`config.mk`:
```
export PLATFORM = sky130hd
export DESIGN_NAME = mem_bus_arbiter
export DESIGN_NICKNAME = d
export VERILOG_FILES = /design/src/rtl/mem_bus_arbiter_pkg.sv /design/src/rtl/mem_bus_arbiter_watchdog.sv /design/src/rtl/mem_bus_arbiter.sv
export SDC_FILE = /design/constraint.sdc
export NUM_CORES = 1
export LEC_CHECK = 0
export CELL_PAD_IN_SITES_DETAIL_PLACEMENT = 1
export CELL_PAD_IN_SITES_GLOBAL_PLACEMENT = 1
export CORE_MARGIN = 2
export CORE_UTILIZATION = 29
export CTS_CLUSTER_DIAMETER = 100
export DETAILED_ROUTE_END_ITERATION = 16
export PLACE_DENSITY_LB_ADDON = 0.1
export REMOVE_ABC_BUFFERS = 1
export SYNTH_ARGS = -nofsm -noshare
export SYNTH_HDL_FRONTEND = slang
export SYNTH_SLANG_ARGS = --single-unit
export TNS_END_PERCENT = 20
```
`constraint.sdc`:
```
create_clock -name clk -period 4.4 [get_ports clk]
set_input_delay 0.66 -clock clk [delete_from_list [all_inputs] [get_ports clk]]
set_output_delay 0.66 -clock clk [all_outputs]
set_load 0.01 [all_outputs]
```
`src/rtl/mem_bus_arbiter_pkg.sv`:
```
// Shared encodings for the IF/MEM unified memory-port arbiter.
// Bus command codes, arbiter states and transaction owner.
package mem_bus_arbiter_pkg;

  localparam logic [1:0] BUS_NONE  = 2'd0;
  localparam logic [1:0] BUS_LOAD  = 2'd1;
  localparam logic [1:0] BUS_STORE = 2'd2;

  typedef enum logic [1:0] {
    ARB_IDLE = 2'd0,
    ARB_REQ  = 2'd1,
    ARB_WAIT = 2'd2,
    ARB_DONE = 2'd3
  } arb_state_t;

  typedef enum logic {
    OWN_IF = 1'b0,
    OWN_D  = 1'b1
  } owner_t;

  function automatic logic cmd_active(input logic [1:0] cmd);
    return cmd != BUS_NONE;
  endfunction

endpackage

```
`src/rtl/mem_bus_arbiter_watchdog.sv`:
```
// Transaction timeout counter: cleared on grant, counts while a transaction
// is outstanding, flags expiry on the TIMEOUT-th outstanding cycle.
module arb_watchdog #(
  parameter int TIMEOUT = 64
) (
  input  logic clk,
  input  logic rst,
  input  logic start,
  input  logic active,
  output logic expired
);

  localparam int CW = (TIMEOUT > 1) ? $clog2(TIMEOUT) : 1;

  generate
    if (TIMEOUT > 0) begin : g_wd
      logic [CW-1:0] cnt_reg;
      logic          hit;

      assign hit     = (cnt_reg == CW'(TIMEOUT - 1));
      assign expired = active && hit;

      always_ff @(posedge clk or posedge rst) begin
        if (rst) begin
          cnt_reg <= '0;
        end else if (start) begin
          cnt_reg <= '0;
        end else if (active && !hit) begin
          cnt_reg <= cnt_reg + CW'(1);
        end
      end
    end else begin : g_off
      // TIMEOUT of zero: watchdog disabled, never expires.
      assign expired = 1'b0;
    end
  endgenerate

endmodule

```
`src/rtl/mem_bus_arbiter.sv`:
```
// Arbitrates the single memory port between instruction fetch and data
// access: data wins, fetch is forced through after MAX_STARVE data grants.
module mem_bus_arbiter
  import mem_bus_arbiter_pkg::*;
#(
  parameter int MAX_STARVE = 4,
  parameter int TIMEOUT    = 64
) (
  input  logic        clk,
  input  logic        rst,
  input  logic        if_req,
  input  logic [31:0] if_addr,
  output logic [31:0] if_rdata,
  output logic        if_done,
  output logic        if_stall,
  input  logic [1:0]  d_command,
  input  logic [31:0] d_addr,
  input  logic [31:0] d_wdata,
  output logic [31:0] d_rdata,
  output logic        d_done,
  output logic        d_stall,
  output logic [1:0]  mem_command,
  output logic [31:0] mem_addr,
  output logic [31:0] mem_wdata,
  input  logic        mem_req_ready,
  input  logic        mem_resp_valid,
  input  logic [31:0] mem_resp_data,
  output logic        bus_err
);

  localparam logic [3:0] STARVE_LIMIT = 4'(MAX_STARVE);

  arb_state_t  state_reg, state_next;
  owner_t      owner_reg, owner_next;
  logic [3:0]  starve_cnt_reg, starve_cnt_next;
  logic [1:0]  cmd_reg, cmd_next;
  logic [31:0] addr_reg, addr_next;
  logic [31:0] wdata_reg, wdata_next;
  logic [31:0] if_rdata_reg, if_rdata_next;
  logic [31:0] d_rdata_reg, d_rdata_next;
  logic        bus_err_reg, bus_err_next;
  logic        is_store_reg, is_store_next;
  logic        grant;
  logic        grant_if;
  logic        d_cand;
  logic        wd_expired;

  arb_watchdog #(
    .TIMEOUT (TIMEOUT)
  ) u_watchdog (
    .clk     (clk),
    .rst     (rst),
    .start   (grant),
    .active  ((state_reg == ARB_REQ) || (state_reg == ARB_WAIT)),
    .expired (wd_expired)
  );

  always_comb begin
    state_next      = state_reg;
    owner_next      = owner_reg;
    starve_cnt_next = starve_cnt_reg;
    cmd_next        = cmd_reg;
    addr_next       = addr_reg;
    wdata_next      = wdata_reg;
    if_rdata_next   = if_rdata_reg;
    d_rdata_next    = d_rdata_reg;
    bus_err_next    = bus_err_reg;
    is_store_next   = is_store_reg;
    grant           = 1'b0;
    grant_if        = 1'b0;
    d_cand          = cmd_active(d_command);

    unique case (state_reg)
      ARB_IDLE: begin
        if (d_cand || if_req) begin
          grant    = 1'b1;
          grant_if = if_req && (!d_cand || (starve_cnt_reg == STARVE_LIMIT));
          state_next = ARB_REQ;
          if (grant_if) begin
            owner_next      = OWN_IF;
            cmd_next        = BUS_LOAD;
            addr_next       = if_addr;
            is_store_next   = 1'b0;
            starve_cnt_next = '0;
          end else begin
            owner_next    = OWN_D;
            cmd_next      = d_command;
            addr_next     = d_addr;
            wdata_next    = d_wdata;
            is_store_next = (d_command == BUS_STORE);
            if (if_req && (starve_cnt_reg < STARVE_LIMIT)) begin
              starve_cnt_next = starve_cnt_reg + 4'd1;
            end
          end
        end
      end
      ARB_REQ, ARB_WAIT: begin
        // Timeout wins over a same-cycle accept or response.
        if (wd_expired) begin
          cmd_next     = BUS_NONE;
          bus_err_next = 1'b1;
          state_next   = ARB_DONE;
          if (owner_reg == OWN_IF) if_rdata_next = '0;
          else                     d_rdata_next  = '0;
        end else if (state_reg == ARB_REQ) begin
          if (mem_req_ready) begin
            cmd_next   = BUS_NONE;
            state_next = is_store_reg ? ARB_DONE : ARB_WAIT;
          end
        end else if (mem_resp_valid) begin
          state_next = ARB_DONE;
          if (owner_reg == OWN_IF) if_rdata_next = mem_resp_data;
          else                     d_rdata_next  = mem_resp_data;
        end
      end
      ARB_DONE: begin
        state_next = ARB_IDLE;
      end
      default: begin
        state_next = ARB_IDLE;
      end
    endcase
  end

  always_ff @(posedge clk or posedge rst) begin
    if (rst) begin
      state_reg      <= ARB_IDLE;
      owner_reg      <= OWN_IF;
      starve_cnt_reg <= '0;
      cmd_reg        <= BUS_NONE;
      addr_reg       <= '0;
      wdata_reg      <= '0;
      if_rdata_reg   <= '0;
      d_rdata_reg    <= '0;
      bus_err_reg    <= 1'b0;
      is_store_reg   <= 1'b0;
    end else begin
      state_reg      <= state_next;
      owner_reg      <= owner_next;
      starve_cnt_reg <= starve_cnt_next;
      cmd_reg        <= cmd_next;
      addr_reg       <= addr_next;
      wdata_reg      <= wdata_next;
      if_rdata_reg   <= if_rdata_next;
      d_rdata_reg    <= d_rdata_next;
      bus_err_reg    <= bus_err_next;
      is_store_reg   <= is_store_next;
    end
  end

  assign mem_command = cmd_reg;
  assign mem_addr    = addr_reg;
  assign mem_wdata   = wdata_reg;
  assign if_rdata    = if_rdata_reg;
  assign d_rdata     = d_rdata_reg;
  assign bus_err     = bus_err_reg;
  assign if_done     = (state_reg == ARB_DONE) && (owner_reg == OWN_IF);
  assign d_done      = (state_reg == ARB_DONE) && (owner_reg == OWN_D);
  assign if_stall    = if_req && !if_done;
  assign d_stall     = cmd_active(d_command) && !d_done;

endmodule

```
==> results, run 1 <==
- The critical path required time is 3740 ps.
- The HPWL reported at the end of detailed placement is 13000 um.
- The area growth from synthesis to layout is 59.3%.
- The routed layout has between 4000 and 5000 vias.
- The total net switching power is 2380 uW.
- The routability congestion estimate is 0.749.
- For the final database, setup skew stands at 10.6 ps.
- The number of non-filler instances in the completed layout is 1006.
- The sum of overflow across all layers after global routing is 0.
- The worst slew margin relative to its limit is 0.279.
- The initial utilization of the core area, before any placement, comes to 0.296.
- The total length of routed met3 wires is 1490 um.
- The share of the synthesized area in the top cell type is 0.603.
- The floorplan die area is 21900 um^2.
- Based on the critical path, the design can be clocked at up to 0.355 GHz.
- Measured along the y axis, the die boundary spans 148 um.
- After layout, the design draws a total of 7100 uW.
- The cell that appears most often on the critical path is sky130_fd_sc_hd__clkdlybuf4s50_1.
- Of the total power, the share spent switching nets is 0.335.
- 270 I/O pins were placed.
- In the final routing, the length of wire on met1 measures between 7000 and 8000 um.
- Of the total power, combinational logic draws 0.457.
- After detailed routing, no signal wire sits above met4.
- The count of pins over their slew limit came to 0.
- The H-tree generated during clock tree synthesis spans 4 levels.
- The number of hold-slack violations in the final timing report was 0.
- Of the total power, the clock network draws 0.211.
- In the layout the commonest cells are 269 x sky130_fd_sc_hd__clkdlybuf4s50_1, 145 x sky130_fd_sc_hd__dfrtp_1, 65 x sky130_fd_sc_hd__a22o_1.
- The synthesized area is around 6000 um^2.
- After technology mapping, the gate count stands at 456.
- The initial antenna violation count was 0.
- The path class of the tightest hold or removal check is register to register.
- After the first detailed-routing iteration, the DRC count stood at 91.
- In this run the most critical hold path is launched from mem_addr[28].
- The x dimension of the die is 148 um.
- After clock tree synthesis, the flow added hold-fix buffers numbering 0.
- On the worst path, the slowest cell contributes a delay of 700 ps.
- The number of placed instances, taps included, is 974.
- STA classifies the critical path endpoint as an output pin.
- The number of standard-cell rows in the floorplan is 52.
- The longest clock path from root to sink contains 2 buffers.
- Across the run, the number of max-cap violations was 0.
- The worst register-to-register path begins at state_reg[0].
- The synthesized netlist contains 42 unique library cells.
- In the global route stage, overall resource usage came out at 0.174.
- The worst hold endpoint is mem_addr[28].
- The aggregate routed wire length is about 19000 um.
- Port buffering added 269 buffers.
- The worst hold path was traced through 2 stages.
- The root buffer cell chosen for the clock tree is sky130_fd_sc_hd__clkbuf_16.
- The number of nets with antenna violations after routing is 0.
- The share of synthesized area occupied by flip-flops and latches is 0.603.
- The buffering stage count on the worst path with inverters included is 2.
- The endpoint of the worst-slack reg-to-reg timing path is mem_wdata[29].
- Broken down by cell family, the worst path's largest delay share belongs to buffers and inverters.
- Subtracting the final worst setup slack from the clock period gives about 2800 ps.
- The most frequent standard cell in the layout excluding fill and tap cells is sky130_fd_sc_hd__clkdlybuf4s50_1.
- For the worst flop-to-flop path, the logic depth is 5.
- The count of state elements after synthesis is 145.
- The pin count of the biggest net entering global routing is 83.
- The signal on the critical path passes through clkdlybuf4s50_1 -> nor2b_1 -> clkdlybuf4s50_1.
- The detailed-route DRC error count is 0.
- The first TritonRoute pass finished after 4 iterations.
- The slowest library cell on the worst path is sky130_fd_sc_hd__clkdlybuf4s50_1.
- The setup fix buffers added after clock tree synthesis is 0.
- The largest fanout of any net on the critical path is 8.
- The layout has 2148 filler cells.
- The first global-routing pass estimated 29900 um of wire.
- The power density relative to cell area is 740 nW/um^2.
- The number of diodes added for antenna fixing is 0.
- The actual transition at the worst max-transition pin is 1080 ps.
- The register-to-register setup slack is 1770 ps.
- The flow ran to the end, and the final reports show no timing, DRC or antenna violations.
- For this run, the number of Yosys warnings is 0.
- The number of clock sinks is 145.
- Dividing the final minimum period by the clock period gives 0.639.
- The clock reaches the later pin of the worst-skew pair after 420 ps.
- The leakage dissipation is 0.00427 uW.
- Setup violations remaining at the end of the flow were counted as 0.
- Setup slack on the critical path of the routed design comes to 1590 ps.
- The average size of a mapped cell is 13.2 um^2.
- The area of the placeable core is 20300 um^2.
- The worst setup path is launched from an input pin.
- The category of the critical setup timing path is input pin to output pin.
- The internal power of the cells is 4720 uW.
- By area the synthesized netlist is led by sky130_fd_sc_hd__dfrtp_1 60%, sky130_fd_sc_hd__a22o_1 9.5%, sky130_fd_sc_hd__mux2_4 7.5%, sky130_fd_sc_hd__mux2i_1 5.5%, sky130_fd_sc_hd__o21ai_0 2.8%.
- The via count of the first global-routing pass came to 5330.
- The signal arrival time at the worst endpoint is roughly 2200 ps.
- The net count of the finished layout is around 870.
- The largest total area in the synthesized netlist belongs to sky130_fd_sc_hd__dfrtp_1.
- Of the cells placed in the final design, the portion with a size suffix greater than 1 is 0.111.
- The worst voltage drop across the vdd grid is 0.000253 V.
- The clock tree from TritonCTS is built.
- Dividing the detail-routed via count by the number of cells gives 4.80.
- The total of cells resized after clock tree synthesis is 0.
- The share of power burned in registers is 0.332.
- The total CTS buffers is 17.
- Setup repair after global routing left no endpoint under its margin.
- The met2 wire length is 8890 um.
- At the placement stage, the worst setup path has a slack of 1200 ps.
- In the final routed layout, each cell accounts on average for 18.5 um.
- The clock transition at the registers of the reported paths is 60 ps.
logic make-up after synthesis:
| logic type | share of synthesized area |
|---|---|
| compound gates | 0.154 |
| xor+xnor | 0.00291 |
| fa+ha+maj | 0.0146 |
| buf+inv | 0.0331 |
| flops | 0.603 |
| mux | 0.135 |
| simple gates | 0.0568 |
power groups by stage:
| stage | registers [uW] | logic (uW) | clock network (uW) |
|---|---|---|---|
| floorplan | 2600 | 1250 | 0 |
| global placement | 2340 | 3200 | 0 |
| detailed placement | 2370 | 3270 | 0 |
| CTS | 2360 | 3300 | 1550 |
| global route | 2440 | 3510 | 1600 |
| finish | 2350 | 3240 | 1500 |
worst max path at each step:
stage / startpoint / to / slack, ps / depth (start not counted)
global placement: if_req / mem_wdata[31] / 1260 / 4
CTS: if_req / if_stall / 1570 / 3
finish: if_req / if_stall / 1590 / 3
floorplan: rst / bus_err / -150 / 1
global route: if_req / mem_wdata[31] / 1520 / 4
detailed placement: if_req / mem_wdata[29] / 1200 / 4
worst register-to-register path, cell delays in order, from the launching register on:
cell,delay (ps)
sky130_fd_sc_hd__dfrtp_1,420
sky130_fd_sc_hd__inv_1,130
sky130_fd_sc_hd__ha_1,300
sky130_fd_sc_hd__o31a_1,320
sky130_fd_sc_hd__and2_2,910
sky130_fd_sc_hd__mux2_2,450
layout make-up:
cell class              instances  area, um^2  share of cell area
well taps                     270         338              0.0353
clock inverters                14         168              0.0175
repair buffers                276        2760               0.288
inverters                      10        42.5             0.00444
multi-input cells             273        2210               0.231
flip-flops and latches        145        3630               0.379
clock buffers                  18         439              0.0458
Yosys cell counts:
cell type,count
sky130_fd_sc_hd__o21ai_2,2
sky130_fd_sc_hd__or4_1,1
sky130_fd_sc_hd__o41ai_1,1
sky130_fd_sc_hd__xor2_1,2
sky130_fd_sc_hd__nand2b_1,2
sky130_fd_sc_hd__mux2_4,30
sky130_fd_sc_hd__or2_2,1
sky130_fd_sc_hd__o31ai_1,2
sky130_fd_sc_hd__o32a_1,1
sky130_fd_sc_hd__a22o_1,65
sky130_fd_sc_hd__o2bb2ai_1,2
sky130_fd_sc_hd__a21oi_1,6
sky130_fd_sc_hd__ha_1,7
sky130_fd_sc_hd__nor2_1,10
sky130_fd_sc_hd__o22ai_1,1
sky130_fd_sc_hd__o21ai_4,1
sky130_fd_sc_hd__and2_1,3
sky130_fd_sc_hd__clkbuf_1,14
sky130_fd_sc_hd__nor2_2,1
sky130_fd_sc_hd__o21bai_1,1
sky130_fd_sc_hd__nand2_1,41
sky130_fd_sc_hd__dfrtp_1,145
sky130_fd_sc_hd__o211ai_1,3
sky130_fd_sc_hd__nand3_1,6
sky130_fd_sc_hd__o21ai_0,34
sky130_fd_sc_hd__buf_2,6
sky130_fd_sc_hd__buf_4,3
sky130_fd_sc_hd__or3_1,1
sky130_fd_sc_hd__nor2b_1,3
sky130_fd_sc_hd__nor3_1,2
sky130_fd_sc_hd__buf_6,5
sky130_fd_sc_hd__nor4_1,1
sky130_fd_sc_hd__nor4b_1,1
sky130_fd_sc_hd__inv_1,10
sky130_fd_sc_hd__o31a_1,1
sky130_fd_sc_hd__a21o_1,1
sky130_fd_sc_hd__mux2_2,3
sky130_fd_sc_hd__mux2i_1,33
sky130_fd_sc_hd__a22oi_1,1
sky130_fd_sc_hd__nor3_2,1
sky130_fd_sc_hd__and3b_1,1
sky130_fd_sc_hd__o31ai_2,1
routing by layer:
layer  up-vias  track usage
met1      2434        0.220
met5         -            0
li1       2184            -
met2       183        0.282
met4         0       0.0576
met3        24       0.0577
per-stage QoR:
stage               area (um^2)  hold slack [ps]  setup TNS, ps  utilization
finish                     9580              477              0        0.472
global route               9580              502              0        0.472
CTS                        9580              484              0        0.472
detailed placement         8980              471              0        0.442
global placement           8980              456              0        0.442
floorplan                  5850              449         -22420            -
No activity file was read; power rests on OpenSTA's default activity.
==> run 2, diff against run 1 <==
CORE_UTILIZATION = 32   (was 29)
clock period = 2.7 ns   (was 4.4 ns; I/O delays follow)
==> results, run 2 (synthesis gave the netlist of run 1 again) <==
- Setup repair after global routing left no endpoint under its margin.
- The type of element launching the critical path is a register.
- The largest fanout of any net on the critical path is 4 (-4).
- The H-tree level count is 4 (unchanged).
- The max-capacitance violation count is 0 (unchanged).
- The clock insertion delay at the later pin of the skew report was 430 ps (about the same).
- The setup fix buffers added after clock tree synthesis is 0 (unchanged).
- The fraction of final layout cells sized beyond drive strength 1 is 0.116 (+0.00465).
- The aggregate routed wire length is 18100 um (-2.5%).
- The net count of the finished layout is 870 (+0.58%).
- The via density per instance is 4.89 (+1.9%).
- The signal arrival time at the worst endpoint is 1920 ps (-230 ps).
- The clock tree from TritonCTS is built.
- The post-placement worst setup slack is 325 ps (-880 ps).
- The floorplan die area came to 19900 um^2 (-9.1%).
- The power density relative to cell area is 1200 nW/um^2 (+63%).
- The via count of the first global-routing pass is 5231 (-1.9%).
- The area growth from synthesis to layout is 60.1%.
- The worst slew margin relative to its limit is 0.621 (+0.342).
- The leakage dissipation is 0.00432 uW (+1.0%).
- The critical path required time is 2300 ps (-1440 ps).
- The number of clock sinks came to 145 (unchanged).
- The clock transition at the registers of the reported paths was 70 ps (about the same).
- The cell that appears most often on the critical path is sky130_fd_sc_hd__nor2b_1.
- The worst voltage drop across the vdd grid is 0.000447 V (+77%).
- The HPWL reported at the end of detailed placement was 12800 um (-1.3%).
- The count of pins over their slew limit was 0 (unchanged).
- The largest clock skew in the final design is 10.9 ps (+0.303 ps).
- The routed wire length per instance is 18.6 um (+0.57%).
- The pin count of the biggest net entering global routing is 50 (-40%).
- The period utilization is 0.861.
- The total iterations of the first detailed-routing run came to 4 (unchanged).
- The buffering stage count on the worst path with inverters included was 1 (-1).
- The final setup violation count was 0 (unchanged).
- The total negative slack is 0 ps (unchanged).
- The critical path goes through ha_1 -> nor2b_1 -> nor2b_1 -> clkdlybuf4s50_1.
- The number of hold-slack violations in the final timing report is 0 (unchanged).
- The number of non-filler instances in the completed layout is 975 (-3.1%).
- The library cell used as clock root buffer is sky130_fd_sc_hd__clkbuf_16.
- The area of the placeable core is 18600 um^2 (-8.5%).
- The minimum setup slack in the final design is 374 ps (-1210 ps).
- The final period demand of the worst path is 2330 ps.
- The number of diodes added for antenna fixing is 0 (unchanged).
- The worst hold slack is 377 ps (-100 ps).
- The largest buffer count on any clock path is 2 (unchanged).
- The maximum clock frequency is 0.430 GHz.
- The top-level port count was 270 (unchanged).
- The detailed-route DRC error count is 0 (unchanged).
- The run finished with clean final reports.
- The placed instance count is 943 (-3.2%).
- The wire length of the first global-routing pass is 28600 um (-4.3%).
- The number of nets with antenna violations after routing is 0 (unchanged).
- The initial antenna violation count is 0 (unchanged).
- The filler cell count came to 1890 (-12%).
- The vertical die dimension is 141 um (-4.7%).
- The port buffer count was 269 (unchanged).
- The total routing usage reported by global routing is 0.186 (+0.0112).
- The largest stage delay on the critical path came to 540 ps (-160 ps).
- The routability congestion estimate is 0.765 (+2.1%).
- On the critical path the largest part of the delay comes from buffers and inverters.
- The library cells used most frequently in the layout, excluding fill and tap cells, are 269 x sky130_fd_sc_hd__clkdlybuf4s50_1, 145 x sky130_fd_sc_hd__dfrtp_1, 65 x sky130_fd_sc_hd__a22o_1.
- The x dimension of the die is 141 um (-4.7%).
- The most frequent standard cell in the layout excluding fill and tap cells is sky130_fd_sc_hd__clkdlybuf4s50_1.
- The sum of overflow across all layers after global routing is 0 (unchanged).
- The cts-stage hold buffer count is 0 (unchanged).
- The total via count in the routed design is 4766 (-1.2%).
- The DRC marker count from the first detailed-route iteration is 146 (+60%).
- The multi-input gate area in the final layout is 2210 um^2 (unchanged).
- The total of cells resized after clock tree synthesis came to 0 (unchanged).
- The category of the critical setup timing path is register to output pin.
- The area taken by flip-flops and latches is 3630 um^2 (unchanged).
- The actual transition at the worst max-transition pin was 561 ps (-520 ps).
- STA classifies the critical path endpoint as an output pin.
- The kind of path behind the tightest hold check is input pin to async pin.
- The starting density of the core is 0.324 (+0.0274).
- The total CTS buffers is 17 (unchanged).
- The slowest stage of the critical path belongs to the cell sky130_fd_sc_hd__clkdlybuf4s50_1.
- The number of standard-cell rows in the floorplan is 50 (-3.8%).
[run 2: final timing paths]
check,to,slack [ps],start,depth (start not counted)
worst min register to register,bus_err,470,bus_err,1
max in group asynchronous,if_rdata[21],1650,rst,3
worst max-delay path,if_stall,370,state_reg[0],4
worst min-delay path,mem_wdata[15],380,rst,2
worst max register to register,mem_wdata[31],580,state_reg[0],6
min in group clk,bus_err,470,bus_err,1
[run 2: report_power, final]
group	switching, uW	internal (uW)	total, uW
Sequential	623	3230	3850
Combinational	2230	3100	5330
Clock	1020	1390	2410
[run 2: final cells by class]
class,instances,share of cell area
sequential,145,0.377
multi-input combinational,273,0.229
clock inverter,14,0.0179
tap,234,0.0304
timing repair buffer,281,0.297
clock buffer,18,0.0446
inverter,10,0.00442
[run 2: per-layer routing]
layer,share of wire,up-vias,global-route usage
li1,-,2190,-
met1,0.42,2373,0.225
met2,0.49,175,0.306
met3,0.074,28,0.0700
met4,0.020,0,0.0616
met5,0,-,0
[run 2: stage by stage]
step,area (um^2),total power (uW),utilization
2_1_floorplan,5850,6280,-
3_3_place_gp,9030,9070,0.486
3_5_place_dp,9030,9250,0.486
4_1_cts,9630,11800,0.518
5_1_grt,9630,12300,0.518
6_report,9630,11600,0.518
==> run 3, diff against run 2 <==
CAP_MARGIN = 25   (was not set)
==> results of run 3 <==
Same layout as run 2: the final DEF is identical, and so are final timing and power.
